## src/rtl/condicionador_entradas_pkg.sv

```systemverilog
// Shared definitions for the input-conditioning stage: FSM state codes
// (shown directly on a hexa7seg display) and the default debounce length.
package condicionador_entradas_pkg;

  // Jogada FSM state codes; 4 bits wide so they map straight onto db_estado
  typedef enum logic [3:0] {
    OCIOSO      = 4'd0,
    PRESSIONADO = 4'd1
  } estado_t;

  // 1 ms at 50 MHz
  localparam int DEBOUNCE_CICLOS_PADRAO = 50000;

endpackage

```

## src/rtl/condicionador_entradas_debouncer.sv

```systemverilog
// Single-bit conditioner: two-flop synchroniser followed by a counter that
// accepts a new level only after it has persisted DEBOUNCE_CICLOS clocks.
module debouncer #(
  parameter int DEBOUNCE_CICLOS = 4
) (
  input  logic clock,
  input  logic reset,
  input  logic bruto,
  output logic estavel
);

  localparam int CW = $clog2(DEBOUNCE_CICLOS + 1);
  localparam logic [CW-1:0] LIMITE = CW'(DEBOUNCE_CICLOS - 1);

  logic          s1;
  logic          s2;
  logic [CW-1:0] cnt;

  // Two-flop synchroniser; only s2 is ever read
  always_ff @(posedge clock or posedge reset) begin
    if (reset) begin
      s1 <= 1'b0;
      s2 <= 1'b0;
    end else begin
      s1 <= bruto;
      s2 <= s1;
    end
  end

  // Accept s2 once it has differed from the stable level for DEBOUNCE_CICLOS clocks
  always_ff @(posedge clock or posedge reset) begin
    if (reset) begin
      cnt     <= '0;
      estavel <= 1'b0;
    end else if (s2 == estavel) begin
      cnt <= '0;
    end else if (cnt == LIMITE) begin
      estavel <= s2;
      cnt     <= '0;
    end else begin
      cnt <= cnt + CW'(1);
    end
  end

endmodule

```

## src/rtl/condicionador_entradas.sv

```systemverilog
// Input conditioning ahead of the game top level: debounces the start button
// and the switches, emits a one-cycle iniciar pulse on each press, and a
// one-cycle jogada pulse with the switch code captured when the switches
// leave all-zero. Every output comes from registers, never from a raw input.
module condicionador_entradas
  import condicionador_entradas_pkg::*;
#(
  parameter int DEBOUNCE_CICLOS = DEBOUNCE_CICLOS_PADRAO,
  parameter int N_CHAVES        = 4
) (
  input  logic                clock,
  input  logic                reset,
  input  logic                iniciar_bruto,
  input  logic [N_CHAVES-1:0] chaves_bruto,
  output logic                iniciar_pulso,
  output logic [N_CHAVES-1:0] chaves_estav,
  output logic                jogada,
  output logic [N_CHAVES-1:0] chaves_jogada,
  output logic                db_multiplas,
  output logic [3:0]          db_estado
);

  logic    estavel_ini;
  logic    estavel_ini_d;
  logic    captura;
  estado_t estado;
  estado_t proximo;

  debouncer #(.DEBOUNCE_CICLOS(DEBOUNCE_CICLOS)) u_db_iniciar (
    .clock   (clock),
    .reset   (reset),
    .bruto   (iniciar_bruto),
    .estavel (estavel_ini)
  );

  for (genvar i = 0; i < N_CHAVES; i++) begin : g_chaves
    debouncer #(.DEBOUNCE_CICLOS(DEBOUNCE_CICLOS)) u_db_chave (
      .clock   (clock),
      .reset   (reset),
      .bruto   (chaves_bruto[i]),
      .estavel (chaves_estav[i])
    );
  end

  // Delayed copy of the debounced button for rising-edge detection
  always_ff @(posedge clock or posedge reset) begin
    if (reset) estavel_ini_d <= 1'b0;
    else       estavel_ini_d <= estavel_ini;
  end

  assign iniciar_pulso = estavel_ini & ~estavel_ini_d;

  // Jogada FSM state register
  always_ff @(posedge clock or posedge reset) begin
    if (reset) estado <= OCIOSO;
    else       estado <= proximo;
  end

  // Jogada FSM next state: arm on any switch, rearm only when all are released
  always_comb begin
    proximo = estado;
    case (estado)
      OCIOSO:      if (chaves_estav != '0) proximo = PRESSIONADO;
      PRESSIONADO: if (chaves_estav == '0) proximo = OCIOSO;
      default:     proximo = OCIOSO;
    endcase
  end

  // Jogada FSM outputs: pulse and capture strobe only on the OCIOSO exit cycle
  always_comb begin
    captura = 1'b0;
    if (estado == OCIOSO && chaves_estav != '0) captura = 1'b1;
  end

  assign jogada    = captura;
  assign db_estado = estado;

  // Hold the switch code seen on the jogada cycle until the next jogada
  always_ff @(posedge clock or posedge reset) begin
    if (reset)        chaves_jogada <= '0;
    else if (captura) chaves_jogada <= chaves_estav;
  end

  // More than one bit set: clearing the lowest set bit leaves something
  assign db_multiplas = (chaves_jogada & (chaves_jogada - N_CHAVES'(1))) != '0;

endmodule

```

## config.mk

```make
export PLATFORM = sky130hd
export DESIGN_NAME = condicionador_entradas
export DESIGN_NICKNAME = d
export VERILOG_FILES = /design/src/rtl/condicionador_entradas_pkg.sv /design/src/rtl/condicionador_entradas_debouncer.sv /design/src/rtl/condicionador_entradas.sv
export SDC_FILE = /design/constraint.sdc
export NUM_CORES = 1
export LEC_CHECK = 0
export CAP_MARGIN = 20
export CORE_ASPECT_RATIO = 1.2
export CORE_MARGIN = 2
export CORE_UTILIZATION = 44
export CTS_BUF_LIST = sky130_fd_sc_hd__clkbuf_8
export DETAILED_ROUTE_END_ITERATION = 10
export GPL_ROUTABILITY_DRIVEN = 0
export PLACE_DENSITY_LB_ADDON = 0.12
export SLEW_MARGIN = 10
export SYNTH_ARGS = -nofsm -noshare
export SYNTH_HDL_FRONTEND = slang
export SYNTH_SLANG_ARGS = --single-unit
```

## constraint.sdc

```tcl
create_clock -name clock -period 3.1 [get_ports clock]
set_input_delay 0.62 -clock clock [delete_from_list [all_inputs] [get_ports clock]]
set_output_delay 0.62 -clock clock [all_outputs]
set_load 0.01 [all_outputs]
```

==> run metrics <==
Hold Path Stages=0; number of synthesized register bits=slightly above 100; Iter 0 DRT Violations=roughly 210; Max Fclk=364.9 MHz; Mean Syn Cell Area=just over 10 µm²; MaxCap Viol Count=0; clock slew at reported path FFs=0.09 ns; largest net degree at the start of global routing=102; crit share post-route=0.8840; Slew Limit Fails=0; PwrDens=between 400 and 500 nW/µm²; commonest non-fill, non-tap cell in the layout=dfrtp_1; DP Worst Slack=~0.74 ns; top post-synthesis cells by area=dfrtp_1 (54%), xnor2_1 (9.8%), nor2_1 (7.2%); Die Y=around 120 µm; Worst setup EP type=output port; clock skew=about 0.014 ns; Slew @ Worst Pin=approximately 0.87 ns; Port Buf Inserts=18; Yosys Warn Count=0; Hold-fix buffers, CTS=0; DRC=0; Clock Sinks=between 100 and 150; row count=41; Finished Core Util=0.4981; RSZ-0062 raised after global routing=no; num ports=22; register area=2527 µm²; Critical Path Source Type=flop; first-pass GRT wire length=around 15 mm; Max IR drop VDD=between 0.0002 and 0.0003 V; cells resized by post-CTS repair=0; critical path class=flop to output port; area delta synth->final=10.50%; Hold Crit Class=flop to flop; Root Driver=clkbuf_8; dpl hpwl=~5.6 mm; Multi-input gate area=approximately 2000 µm²; H-tree Lvls=3; Synth Area in Compound Gates=0.01751; Ant. Diodes=0; Yosys cell types=36; status=completed; 1st-pass router iterations=5; Avg WL per Cell=approximately 14 µm; Post-Route Setup TNS=0 ns; post-synth top area share=0.5358; Hold Vio Cnt, Final=0; Core ar.=10470 µm²; Final WS setup=around 0.36 ns; total chip power=about 2.3 mW; CTS tree=done; die area=11570 µm²; layout cells sized above 1=0.06499; main combinational cell family by area after synthesis=simple AND/OR/NAND/NOR gates; number of global-route vias before repair=around 3200; Starting Density=0.4507; gr usage total=0.1585; mux cell area share after synthesis=0.02228; Critical Path RT=between 2 and 2.5 ns; most frequent cells in the layout=dfrtp_1 (101), nor2_1 (91), xnor2_1 (53); Worst Path Arrival=around 2.1 ns; Setup violations, final=0; initial antenna violation count=0; post-synth top area cell=dfrtp_1; Synth Cell Area=roughly 4700 µm²; Die Width=98.52 µm; Post-Route WL=about 8.4 mm; via count=3236; deepest clock path buffer count=2; routed vias/inst=about 5.3; TritonCTS Buffers=9; Post-Synth XOR/XNOR Area=0.1355; relative slew slack=0.4162; simple-gate portion of the synthesized area=0.2393; fin crit period=approximately 2.7 ns; Syn Inst Count=roughly 450; Skew-Pair Late Insertion Delay=approximately 0.37 ns; filler cell count=approximately 1000; Reg2Reg Depth=4; grt total ovfl=0; Adder-Cell Fraction of Synth Area=0.01804; fin nets=485; leak pwr=between 2 and 2.5 nW; post-synthesis sequential area ratio=0.5358; buffer count from post-CTS setup fixing=0; Final ANT Viol Nets=0; worst hold slack=around 0.35 ns; Critical Path Fanout Max=5
## through the flow
stage          instances  area [µm²]
3_5_place_dp         590        5001
3_3_place_gp         590        5001
6_report             606        5213
4_1_cts              606        5213
2_1_floorplan        456        4728
5_1_grt              606        5213
## state kept, by name, summed over array words and instances (netlist names)
name and flops:
estavel_ini_d 1, g_chaves.u_db_chave.estavel 4, g_chaves.u_db_chave.cnt 64, db_estado 1, g_chaves.u_db_chave.s2 4, g_chaves.u_db_chave.s1 4
u_db_iniciar.s2 1, u_db_iniciar.estavel 1, u_db_iniciar.cnt 16, chaves_jogada 4, u_db_iniciar.s1 1
## worst paths after layout
kind | from | endpoint | slack [ns]
max | g_chaves[3].u_db_chave.estavel | jogada | 0.36
min in group asynchronous | reset | g_chaves[2].u_db_chave.s1 | 0.72
max reg2reg | g_chaves[1].u_db_chave.cnt[12] | g_chaves[1].u_db_chave.cnt[3] | 1.04
max in group asynchronous | reset | g_chaves[0].u_db_chave.cnt[13] | 1.93
min reg2reg | g_chaves[2].u_db_chave.s1 | g_chaves[2].u_db_chave.s2 | 0.35
min | g_chaves[2].u_db_chave.s1 | g_chaves[2].u_db_chave.s2 | 0.35
## cell type report
| class | instances | share of cell area |
|---|---|---|
| multi-input cells | 326 | 0.3937 |
| well taps | 129 | 0.03096 |
| flip-flops and latches | 101 | 0.4849 |
| clock inverters | 4 | 0.008881 |
| clock buffers | 12 | 0.03168 |
| inverters | 15 | 0.01152 |
| repair buffers | 19 | 0.03841 |
## cell families after synthesis
| family | after synthesis |
|---|---|
| and+or+nand+nor | 227 |
| DFF | 101 |
| xor gates and xnor gates | 73 |
| buffers and inverters | 29 |
| muxes | 9 |
| adders and majority gates | 7 |
| AOI/OAI and AO/OA | 7 |
| other | 1 |
## Yosys cell counts, drive strengths merged
library cell and count:
nand3 27, and3 8, nor4b 2, a21oi 3, nand4 25, o31ai 1
xnor2 53, or3 1, o41ai 2, clkbuf 4, nand2 23, or4 4
maj3 1, nand4bb 1, ha 6, nor4bb 4, mux2 9, nor2b 1
and2 1, nand4b 1, nor2 91, nor3 16, and4 1, dfrtp 101
o21ai 1, xor2 20, buf 10, conb 1, nor4 21, inv 15
## layer usage
| metal | vias to the layer above | part of all wire | global-route usage |
|---|---|---|---|
| met3 | 10 | 0.029 | 0.03159 |
| met1 | 1600 | 0.48 | 0.2263 |
| met4 | 0 | 0.016 | 0.05651 |
| li1 | 1581 | - | - |
| met2 | 45 | 0.47 | 0.2411 |
| met5 | - | 0 | 0 |
## critical path: stages (launching register included)
cell             delay (ns)
dfrtp_1                0.43
or4_1                  0.55
ha_1                   0.28
clkdlybuf4s50_1        0.51
## power by group
group,total (mW),internal [mW],leakage (nW),switching (mW)
Clock,0.870,0.436,0.110,0.434
Sequential,1.36,1.34,1.38,0.0188
Combinational,0.0850,0.0286,0.637,0.0564
Power figures use the tool's default switching activity.
